===== src/rtl/seq_divider_if.sv =====
// Operand/result bundle for the sequential divider; clock and reset stay outside.
interface seq_divider_if #(parameter int WIDTH = 32);
  logic             start;
  logic             signed_op;
  logic [WIDTH-1:0] dividend;
  logic [WIDTH-1:0] divisor;
  logic             busy;
  logic             done;
  logic [WIDTH-1:0] quotient;
  logic [WIDTH-1:0] remainder;
  logic             div_zero;

  modport master (
    output start, signed_op, dividend, divisor,
    input  busy, done, quotient, remainder, div_zero
  );

  modport slave (
    input  start, signed_op, dividend, divisor,
    output busy, done, quotient, remainder, div_zero
  );
endinterface


===== src/rtl/seq_divider.sv =====
// Restoring integer divider: one quotient bit per clock, sign fix-up in a final state.
module seq_divider #(
  parameter int WIDTH = 32
) (
  input  logic          clk,
  input  logic          rst,
  seq_divider_if.slave  bus
);
  localparam int CW = $clog2(WIDTH);

  typedef enum logic [1:0] {IDLE, CALC, FIX} state_t;

  state_t           r_state, w_next;
  logic [CW-1:0]    r_count;
  logic [WIDTH:0]   r_rem;
  logic [WIDTH-1:0] r_dvd, r_dsr, r_orig, r_quot, r_remn;
  logic             r_neg_q, r_neg_r, r_zero, r_div_zero, r_done;
  logic             w_busy, w_last, w_sa, w_sb, w_qbit;
  logic [WIDTH-1:0] w_mag_a, w_mag_b;
  logic [WIDTH:0]   w_shift, w_diff;

  assign w_sa    = bus.signed_op & bus.dividend[WIDTH-1];
  assign w_sb    = bus.signed_op & bus.divisor[WIDTH-1];
  assign w_mag_a = w_sa ? (~bus.dividend + 1'b1) : bus.dividend;
  assign w_mag_b = w_sb ? (~bus.divisor + 1'b1) : bus.divisor;
  assign w_last  = (r_count == CW'(WIDTH - 1));

  // r_dvd doubles as the quotient: dividend bits leave at the MSB, quotient bits enter at the LSB.
  assign w_shift = {r_rem[WIDTH-1:0], r_dvd[WIDTH-1]};
  assign w_diff  = w_shift - {1'b0, r_dsr};
  assign w_qbit  = ~w_diff[WIDTH];

  always_ff @(posedge clk or posedge rst) begin
    if (rst) r_state <= IDLE;
    else     r_state <= w_next;
  end

  always_comb begin
    w_next = r_state;
    w_busy = 1'b0;
    case (r_state)
      IDLE: if (bus.start) w_next = (bus.divisor == '0) ? FIX : CALC;
      CALC: begin
        w_busy = 1'b1;
        if (w_last) w_next = FIX;
      end
      FIX: begin
        w_busy = 1'b1;
        w_next = IDLE;
      end
      default: w_next = IDLE;
    endcase
  end

  always_ff @(posedge clk or posedge rst) begin
    if (rst) begin
      r_count    <= '0;
      r_rem      <= '0;
      r_dvd      <= '0;
      r_dsr      <= '0;
      r_orig     <= '0;
      r_neg_q    <= 1'b0;
      r_neg_r    <= 1'b0;
      r_zero     <= 1'b0;
      r_quot     <= '0;
      r_remn     <= '0;
      r_div_zero <= 1'b0;
      r_done     <= 1'b0;
    end else begin
      r_done <= 1'b0;
      case (r_state)
        IDLE: if (bus.start) begin
          r_orig  <= bus.dividend;
          r_neg_q <= w_sa ^ w_sb;
          r_neg_r <= w_sa;
          r_zero  <= (bus.divisor == '0);
          r_dvd   <= w_mag_a;
          r_dsr   <= w_mag_b;
          r_rem   <= '0;
          r_count <= '0;
        end
        CALC: begin
          r_rem   <= w_qbit ? w_diff : w_shift;
          r_dvd   <= {r_dvd[WIDTH-2:0], w_qbit};
          r_count <= r_count + 1'b1;
        end
        FIX: begin
          if (r_zero) begin
            r_quot <= '1;
            r_remn <= r_orig;
          end else begin
            r_quot <= r_neg_q ? (~r_dvd + 1'b1) : r_dvd;
            r_remn <= r_neg_r ? (~r_rem[WIDTH-1:0] + 1'b1) : r_rem[WIDTH-1:0];
          end
          r_div_zero <= r_zero;
          r_done     <= 1'b1;
        end
        default: ;
      endcase
    end
  end

  assign bus.busy      = w_busy;
  assign bus.done      = r_done;
  assign bus.quotient  = r_quot;
  assign bus.remainder = r_remn;
  assign bus.div_zero  = r_div_zero;
endmodule


===== src/flat_wrapper.sv =====
// flat-port wrapper written by rule: the top's interface ports become plain ports
module seq_divider_flat 
#(
  parameter int WIDTH = 32
)
  (clk, rst, bus_start, bus_signed_op, bus_dividend, bus_divisor, bus_busy, bus_done, bus_quotient, bus_remainder, bus_div_zero);
  seq_divider_if #(.WIDTH(WIDTH)) bus_i ();
  input  logic clk;
  input  logic rst;
  input wire logic [$bits(bus_i.start)-1:0] bus_start;
  input wire logic [$bits(bus_i.signed_op)-1:0] bus_signed_op;
  input wire logic [$bits(bus_i.dividend)-1:0] bus_dividend;
  input wire logic [$bits(bus_i.divisor)-1:0] bus_divisor;
  output wire logic [$bits(bus_i.busy)-1:0] bus_busy;
  output wire logic [$bits(bus_i.done)-1:0] bus_done;
  output wire logic [$bits(bus_i.quotient)-1:0] bus_quotient;
  output wire logic [$bits(bus_i.remainder)-1:0] bus_remainder;
  output wire logic [$bits(bus_i.div_zero)-1:0] bus_div_zero;
  assign bus_i.start = bus_start;
  assign bus_i.signed_op = bus_signed_op;
  assign bus_i.dividend = bus_dividend;
  assign bus_i.divisor = bus_divisor;
  assign bus_busy = bus_i.busy;
  assign bus_done = bus_i.done;
  assign bus_quotient = bus_i.quotient;
  assign bus_remainder = bus_i.remainder;
  assign bus_div_zero = bus_i.div_zero;
  seq_divider #(.WIDTH(WIDTH)) u_core (.clk(clk), .rst(rst), .bus(bus_i));
endmodule

===== config.mk =====
export PLATFORM = sky130hd
export DESIGN_NAME = seq_divider_flat
export DESIGN_NICKNAME = d
export VERILOG_FILES = /design/src/rtl/seq_divider_if.sv /design/src/rtl/seq_divider.sv /design/src/flat_wrapper.sv
export SDC_FILE = /design/constraint.sdc
export NUM_CORES = 1
export LEC_CHECK = 0
export BUFFER_PORTS_ARGS = -buffer_cell sky130_fd_sc_hd__buf_2
export CORE_MARGIN = 8
export CORE_UTILIZATION = 32
export CTS_CLUSTER_SIZE = 14
export DETAILED_ROUTE_END_ITERATION = 8
export GPL_TIMING_DRIVEN = 0
export HOLD_SLACK_MARGIN = 0.1
export SLEW_MARGIN = 5
export SYNTH_ARGS = -nofsm -noshare
export SYNTH_HDL_FRONTEND = slang
export SYNTH_SLANG_ARGS = --single-unit

===== constraint.sdc =====
create_clock -name clk -period 8.5 [get_ports clk]
set_clock_uncertainty 0.2 [all_clocks]
set_input_delay 1.7 -clock clk [delete_from_list [all_inputs] [get_ports clk]]
set_output_delay 1.7 -clock clk [all_outputs]
set_load 0.005 [all_outputs]

== Word-level counts from Yosys, hierarchy flattened ==
Cells that the tools add are included.

* Flip-flop bits (word level): 204

* Add/sub/neg operators: 6
* Equality and inequality tests: 5
* Mux-type cells: 19
* Bitwise operators: 8
* Reduce and logical (&&, ||, !) cells: 7

{| class="wikitable"
|+ Operator list
! cell !! count
|-
| 32-bit 2-to-1 mux || 9
|-
| 32-bit by 1-bit adder with 32-bit output (second input constant) || 4
|-
| 32-bit inverter || 4
|-
| 32-bit one-hot mux with 2 select lines || 2
|-
| 33-bit by 32-bit subtractor with 33-bit output || 1
|-
| 32-bit logical NOT || 1
|-
| 5-bit one-hot mux with 2 select lines || 1
|-
| 2-bit 2-to-1 mux || 3
|-
| 2-bit AND reduction || 3
|-
| 5-bit by 1-bit adder with 5-bit output (second input constant) || 1
|-
| 5-bit == test (second input constant) || 1
|-
| 5-bit 2-to-1 mux || 1
|-
| 2-bit one-hot mux with 2 select lines || 1
|-
| 1-bit AND || 2
|-
| 2-bit by 1-bit == test with 1-bit output (second input constant) || 1
|-
| 2-bit == test (second input constant) || 1
|-
| 2-bit logical NOT || 1
|-
| 1-bit 2-to-1 mux || 2
|-
| 2-bit by 1-bit inequality test with 1-bit output (second input constant) || 1
|-
| 2-bit inequality test (second input constant) || 1
|-
| 2-bit nonzero test || 1
|-
| 2-bit OR reduction || 1
|-
| 1-bit inverter || 1
|-
| 1-bit XOR || 1
|}

== Longest topological paths before layout ==
Gate-level depths: netlist of the first run.

* Word-level depth: 5
* Depth in mapped cells: 14
* Mapped depth without buffers: 12

== Worst setup path after synthesis of the first run ==
OpenSTA, ideal clock, no wires.

* Path kind: in2reg
* Start point: input bus_divisor[8]
* End point: register u_core.r_dsr[29]
* Setup time: 134 ps
* Arrival: 3956 ps
* Path slack: 4210 ps
* Stages on the path: 8
* Buffers on the path: 0
* Cells stage by stage: or4_1 or3_1 nor3_2 nand2_1 or4_1 o41ai_1 xor2_1 o21ai_0

* Word-level cells in the longest chain between the ends: 3

{| class="wikitable"
|+ Ends and longest elaborated chain
! element !! line !! source
|-
| start: declaration || flat_wrapper.sv:13 || <nowiki>input wire logic [$bits(bus_i.divisor)-1:0] bus_divisor;</nowiki>
|-
| 32-bit inverter || seq_divider.sv:25 || <nowiki>assign w_mag_b = w_sb ? (~bus.divisor + 1'b1) : bus.divisor;</nowiki>
|-
| 32-bit by 1-bit adder with 32-bit output || seq_divider.sv:25 ||
|-
| 32-bit 2-to-1 mux || seq_divider.sv:25 ||
|-
| end signal: assignment || seq_divider.sv:78 || <nowiki>r_dsr <= w_mag_b;</nowiki>
|-
| end: declaration || seq_divider.sv:16 || <nowiki>logic [WIDTH-1:0] r_dvd, r_dsr, r_orig, r_quot, r_remn;</nowiki>
|}

Every way passes these cells.
A chain may end at the register's enable or synchronous reset.

== Worst setup path after layout of the first run ==
* Start point: register u_core.r_dvd[31]
* End point: register u_core.r_rem[30]

* Word-level cells in the longest chain between the ends: 3

{| class="wikitable"
|+ Ends and longest elaborated chain
! element !! line !! source
|-
| start: declaration || seq_divider.sv:16 ||
|-
| start signal: assignment || seq_divider.sv:77 || <nowiki>r_dvd <= w_mag_a;</nowiki>
|-
| start signal: assignment || seq_divider.sv:84 || <nowiki>r_dvd <= {r_dvd[WIDTH-2:0], w_qbit};</nowiki>
|-
| 33-bit by 32-bit subtractor with 33-bit output || seq_divider.sv:30 || <nowiki>assign w_diff = w_shift - {1'b0, r_dsr};</nowiki>
|-
| 32-bit 2-to-1 mux || seq_divider.sv:83 || <nowiki>r_rem <= w_qbit ? w_diff : w_shift;</nowiki>
|-
| 32-bit one-hot mux with 2 select lines || seq_divider.sv:71 || <nowiki>case (r_state)</nowiki>
|-
| end signal: assignment || seq_divider.sv:83 ||
|-
| end: declaration || seq_divider.sv:15 || <nowiki>logic [WIDTH:0] r_rem;</nowiki>
|}

Every way passes these cells.

==> results of run 1 <==
## stage by stage
stage	setup TNS [ns]	power (W)	setup WS, ns
finish	0	0.00632	3.53
global route	0	0.00681	3.25
CTS	0	0.00634	3.63
detailed placement	0	0.00522	3.47
global placement	-294.68	0.00515	-1.47
floorplan	0	0.00413	1.03
## per-layer routing
metal / part of all wire (%) / up-vias
li1: - / 5518
met5: 0.032 / -
met3: 4.0 / 72
met4: 3.3 / 2
met1: 45 / 5422
met2: 48 / 294
## registers in the layout, summed over array words and instances, names as in the netlist
signal and cells:
u_core.bus.div_zero 1, u_core.bus.done 1, u_core.bus.quotient 32, u_core.bus.remainder 32, u_core.r_count 5, u_core.r_dsr 32, u_core.r_dvd 32, u_core.r_neg_q 1
u_core.r_neg_r 1, u_core.r_orig 32, u_core.r_rem 32, u_core.r_state 2, u_core.r_zero 1
## cell type report
| class | count | area, um2 |
|---|---|---|
| fill | 4160 | 24500 |
| multi-input combinational | 1118 | 7160 |
| sequential | 204 | 5100 |
| clock buffer | 36 | 769 |
| timing repair buffer | 136 | 726 |
| tap | 525 | 657 |
| buffer | 85 | 369 |
| inverter | 57 | 221 |
| clock inverter | 10 | 92.6 |
| antenna | 4 | 10.0 |
## logic make-up (layout without fill, tap and decap cells)
group | after synthesis | count (layout) | synth area share [%]
AND/OR/NAND/NOR | 445 | 445 | 15.8
AO/OA/AOI/OAI | 425 | 425 | 20.6
flip-flops | 204 | 204 | 39.7
buffers and inverters | 142 | 324 | 4.54
XOR/XNOR | 141 | 141 | 9.61
multiplexers | 65 | 65 | 5.61
adder cells (fa/ha/maj) | 42 | 42 | 4.15
other | 0 | 4 | 0
## path summary, 6_finish.rpt
path	start	end
min in group asynchronous	rst	u_core.bus.quotient[4]$_DFFE_PP0P_
hold / removal	u_core.r_dsr[2]$_DFFE_PP0P_	u_core.r_dsr[2]$_DFFE_PP0P_
hold reg to reg	u_core.r_dsr[2]$_DFFE_PP0P_	u_core.r_dsr[2]$_DFFE_PP0P_
max in group asynchronous	rst	u_core.bus.remainder[24]$_DFFE_PP0P_
setup reg to reg	u_core.r_dvd[31]$_DFFE_PP0P_	u_core.r_rem[30]$_DFFE_PP0P_
setup / recovery	u_core.r_dvd[31]$_DFFE_PP0P_	u_core.r_rem[30]$_DFFE_PP0P_
## cell usage in the layout (no fill, tap or decap), drive strengths merged, types with 3 or more instances in the layout
master,n
nand3,15
a21o,18
a221o,15
clkinv,9
or3,23
nand2,219
mux2i,9
nor4,6
nand3b,4
xor2,74
o22a,31
dfrtp,204
nor3,21
xnor2,67
nor2b,4
nand4,15
ha,41
diode,4
a31oi,9
o31ai,30
nand2b,18
a21oi,113
clkbuf,117
and3,5
o311ai,3
or2,6
mux2,56
o211ai,18
nor2,90
a22o,3
inv,56
and2,4
buf,138
o21ai,156
or4,11
o41ai,10
## critical path: stages, from the launching register on
cell      delay, ns
dfrtp_1        0.44
inv_1          0.19
ha_1           0.25
fa_1           0.39
nand2b_1       0.18
a21oi_1        0.19
nor2_1         0.13
o31ai_1        0.45
a31oi_1        0.35
o21ai_0        0.37
or3_1          0.19
clkbuf_1       0.48
clkbuf_1       0.53
o311ai_0       0.30
o211ai_1       0.23
## report_power, final
| part | total (W) | switching [W] | leakage, nW | internal, W |
|---|---|---|---|---|
| clock | 0.00110 | 0.000435 | 0.426 | 0.000661 |
| combinational | 0.00340 | 0.00202 | 3.65 | 0.00137 |
| sequential | 0.00183 | 0.000412 | 2.55 | 0.00141 |
| total | 0.00632 | 0.00287 | 6.62 | 0.00345 |
==> results.toml, run 1 <==
[timing]
hold_slack_ns = 0.275
rsz0062_at_grt = "false"
fin_crit_sh_pct = 58.5
finalMaxSlewViolations = 0
maxSlewHeadroom_pct = 34.7
hold_violations = 0
setup_viol = 0
period_needed_ns = 4.97
worstMarginPinSlew_ns = 0.971
max_freq_mhz = 201

[grt]
gr-usage-all-layers_pct = 16.6
grt.busiest_layer = "met2"
grt_pass1_vias = 11196
antenna_found_initial = 4
gr-total-overflow = 0
grt_use_met2_pct = 28.1
grt_max_degree = 81
grt.met1_usage_pct = 21.7
grt_pass1_wl_mm = 62.7
met3_usage_pct = 1.99

[finish]
final_nets = 1738
stdcell_count = 2175
drive_gt1_share_pct = 15.9
final_area_um2 = 15100
synthToLayoutAreaGrowth_pct = 17.6
utilization_pct = 38.1

[cts]
clock-sinks = 204
hold_buffers = 0
root_buffer = "clkbuf_16"
h-tree-depth = 1
clkTransAtPathRegs_ns = 0.06
cts_buffers = 26
clk_latency_ns = 0.53
post_cts_buffers = 0
cts_tree = "done"
cts_resized = 0
cts_buffer_depth = 3

[floorplan]
initial_utilization_pct = 32.4
rows = 73
core_um2 = 39600
die_y_um = 216
die_area_um2 = 46800
ios = 135
die_w_um = 216

[pwr]
peakVddDrop_mv = 0.169
p_leak_nw = 6.62
powerDensity_nw_per_um2 = 418

[route]
drc = 0
drt_iter0_drc = 778
firstDrtPassIters = 5
drt.antenna.violating_nets = 0
routed_wl_mm = 40.1
vias_per_cell = 5.20
vias = 11308
wire_per_inst_um = 18.4

[yosys]
yosysMostFrequentCell = "nand2_1"
yosys.area.top_type = "dfrtp_1"
synth-seq-area-share_pct = 39.7
syn_nets = 1574
synthCells = 1464
synth.top_cells.by_count = "nand2_1 (219), dfrtp_1 (204), o21ai_0 (153), a21oi_1 (113), nor2_1 (90)"
ys_ff_latch = 204
ys_types = 67
synth_edf_count = 0
synth.top_cell.area_share_pct = 39.7
yosys_warnings = 0
yosys-top-cells-area = "dfrtp_1 (40%), nand2_1 (6.4%), o21ai_0 (6.0%)"
synth_area_um2 = 12800
synthFlopType = "dfrtp_1"
async_flop_share_pct = 100
synth.avg_cell_area_um2 = 8.77

[setup_path]
path_max_fanout = 10
reg2reg_slack_ns = 3.53
path_class = "flop to flop"
end_kind = "flop"
critPathRequiredTime_ns = 8.75
start_kind = "flop"
cp_data_arrival_time_ns = 5.22
r2r_cells = 14

[worst_hold_path]
min_path_cells = 2
hp-class = "flop to flop"

[job]
drv_cap = 0

[place]
dp.cells = 2125
hpwl_mm = 31.8
gp_congestion = 0.908
dpl_cell_area_um2 = 14200
port_buffers = 134

[run_status]
status = "complete, no violations"
Power figures use the tool's default switching activity.
==> run 2: changes to the inputs <==
==> constraint.sdc (replaced) <==
create_clock -name clk -period 4.2 [get_ports clk]
set_clock_uncertainty 0.2 [all_clocks]
set_input_delay 0.84 -clock clk [delete_from_list [all_inputs] [get_ports clk]]
set_output_delay 0.84 -clock clk [all_outputs]
set_load 0.005 [all_outputs]
==> run 2 against run 1 <==
  * Design area up 0.52%
  * Die area unchanged
  * Wire length up 0.85%
  * Highest routed layer is now met4
==> results.toml, run 2 (synthesized netlist as in run 1, its figures left out) <==
[run_status]
status = "complete, no violations"

[cts]
clock-sinks = 204
cts_tree = "done"
h-tree-depth = 1
cts_buffer_depth = 3
clk_latency_ns = 0.55
root_buffer = "clkbuf_16"
clkTransAtPathRegs_ns = 0.06
cts_buffers = 26

[timing]
period_needed_ns = 3.92
fin_crit_sh_pct = 93.4
worstMarginPinSlew_ns = 0.904
rsz0062_at_grt = "false"
fin_setup_tns_ns = 0
hold_violations = 0
finalMaxSlewViolations = 0
setup_viol = 0
setup_ws_ns = 0.278
max_freq_mhz = 255
hold_slack_ns = 0.209
maxSlewHeadroom_pct = 39.2

[job]
drv_cap = 0

[grt]
grt_pass1_vias = 11245
antenna_found_initial = 2
grt_pass1_wl_mm = 63.2
grt_max_degree = 38
gr-usage-all-layers_pct = 16.8
gr-total-overflow = 0

[setup_path]
critPathMostFrequentCell = "a21oi_1"
start_kind = "flop"
worstPathCellList = "inv_1 > ha_1 > fa_1 > nand2b_1 > a21oi_1 > nor2_1 > o31ai_4 > a31oi_2 > o21ai_1 > o21ai_0 > clkbuf_2 > clkbuf_4 > a311oi_2 > a21oi_1"
critical_path.top_delay_family = "compound AO/OA/AOI/OAI gates"
end_kind = "flop"
crit_path_max_incr_delay_ns = 0.43
path_class = "flop to flop"
critPathRequiredTime_ns = 4.42
path_max_fanout = 10
cp_data_arrival_time_ns = 4.14
critPathBufInv = 3
crit_path_top_delay_cell = "dfrtp_1"

[floorplan]
core_um2 = 39600
die_w_um = 216
initial_utilization_pct = 32.4
rows = 73
ios = 135
die_y_um = 216
die_area_um2 = 46800

[pwr]
powerDensity_nw_per_um2 = 850
swShare_pct = 45.3
power.share.clock_pct = 17.6
p_int_w = 0.00706
peakVddDrop_mv = 0.320
combPwrFrac_pct = 53.7
p_leak_nw = 6.65
seqPwrFrac_pct = 28.7
power_switching_w = 0.00585

[route]
vias_per_cell = 5.17
wire_per_inst_um = 18.6
routed_wl_mm = 40.5
vias = 11245
drc = 0
firstDrtPassIters = 7
drt_iter0_drc = 832
drt.antenna.violating_nets = 0

[place]
gp_congestion = 0.910
place_ws_ns = -0.568
hpwl_mm = 32.1
port_buffers = 134

[finish]
layout_common_cells = "nand2_1 (219), dfrtp_1 (204), o21ai_0 (152)"
multi_input_area_um2 = 7180
layout_commonest_cell = "nand2_1"
final_nets = 1740
regArea_um2 = 5100
drive_gt1_share_pct = 16.5
fillCellCount = 4077
synthToLayoutAreaGrowth_pct = 18.2

[worst_hold_path]
hp-class = "primary input to async pin"
[run 2: cell count changes in the layout (fill, tap and decap cells not counted), sizes merged]
cell      previous run  this run
clkinv               9         8
diode                4         3
buf                138       142
clkinvlp             1         3
clkbuf             117       114
inv                 56        55
bufinv               1         3
[run 2: worst paths after layout]
kind                                              start                                    to  slack, ns  cells past startpoint
min reg2reg                 u_core.r_dsr[9]$_DFFE_PP0P_           u_core.r_dsr[9]$_DFFE_PP0P_       0.28                      2
max reg2reg                u_core.r_dvd[31]$_DFFE_PP0P_           u_core.r_dvd[0]$_DFFE_PP0P_       0.28                     14
max in group asynchronous                           rst  u_core.bus.remainder[23]$_DFFE_PP0P_       2.18                      6
max                        u_core.r_dvd[31]$_DFFE_PP0P_           u_core.r_dvd[0]$_DFFE_PP0P_       0.28                     14
min                                                 rst    u_core.bus.quotient[4]$_DFFE_PP0P_       0.21                      2
min in group clk            u_core.r_dsr[9]$_DFFE_PP0P_           u_core.r_dsr[9]$_DFFE_PP0P_       0.28                      2
[run 2: area by class of cell]
type / instances / share of cell area [%]
multi-input cells: 1118 / 47.3
clock inverters: 12 / 0.997
inverters: 57 / 1.43
diodes: 3 / 0.0494
well taps: 525 / 4.33
repair buffers: 139 / 5.08
plain buffers: 84 / 2.49
clock buffers: 35 / 4.70
flip-flops and latches: 204 / 33.6
[run 2: power by group through the flow]
stage	combinational (W)	sequential (W)	clock, W
global placement	0.00675	0.00368	0
detailed placement	0.00685	0.00372	0
global route	0.00770	0.00382	0.00239
floorplan	0.00488	0.00347	0
finish	0.00694	0.00371	0.00227
CTS	0.00691	0.00369	0.00232
[run 2: layer usage]
| metal | share of wire (%) | global-route usage (%) | up-vias | routed length [um] |
|---|---|---|---|---|
| met5 | 0 | 0 | - | 0 |
| met1 | 44 | 21.6 | 5396 | 18000 |
| li1 | - | - | 5510 | - |
| met4 | 2.7 | 4.67 | 0 | 1100 |
| met2 | 48 | 28.9 | 281 | 19400 |
| met3 | 4.8 | 2.52 | 58 | 1930 |
[run 2: worst register-to-register path, cell delays in order (launching register included)]
cell	delay [ns]
dfrtp_1	0.43
inv_1	0.18
ha_1	0.24
fa_1	0.40
nand2b_1	0.18
a21oi_1	0.18
nor2_1	0.14
o31ai_4	0.31
a31oi_2	0.22
o21ai_1	0.23
o21ai_0	0.17
clkbuf_2	0.26
clkbuf_4	0.27
a311oi_2	0.32
a21oi_1	0.07
[run 2: timing repair]
item / in CTS / in global routing
hold buffers: 0 / 0
setup buffers: 0 / 0
hold endpoints to repair: 0 / 0
pin swaps: 0 / 1
gates resized for setup: 8 / 9
setup endpoints to repair: 27 / 28
[run 2: through the flow]
stage | std cells | total power (W) | cell area [um2] | util [%]
global placement | 2123 | 0.0104 | 14200 | 35.8
global route | 2176 | 0.0139 | 15200 | 38.3
floorplan | 1464 | 0.00835 | 12800 | -
CTS | 2174 | 0.0129 | 15200 | 38.2
finish | 2177 | 0.0129 | 15200 | 38.3
detailed placement | 2128 | 0.0106 | 14300 | 36.0
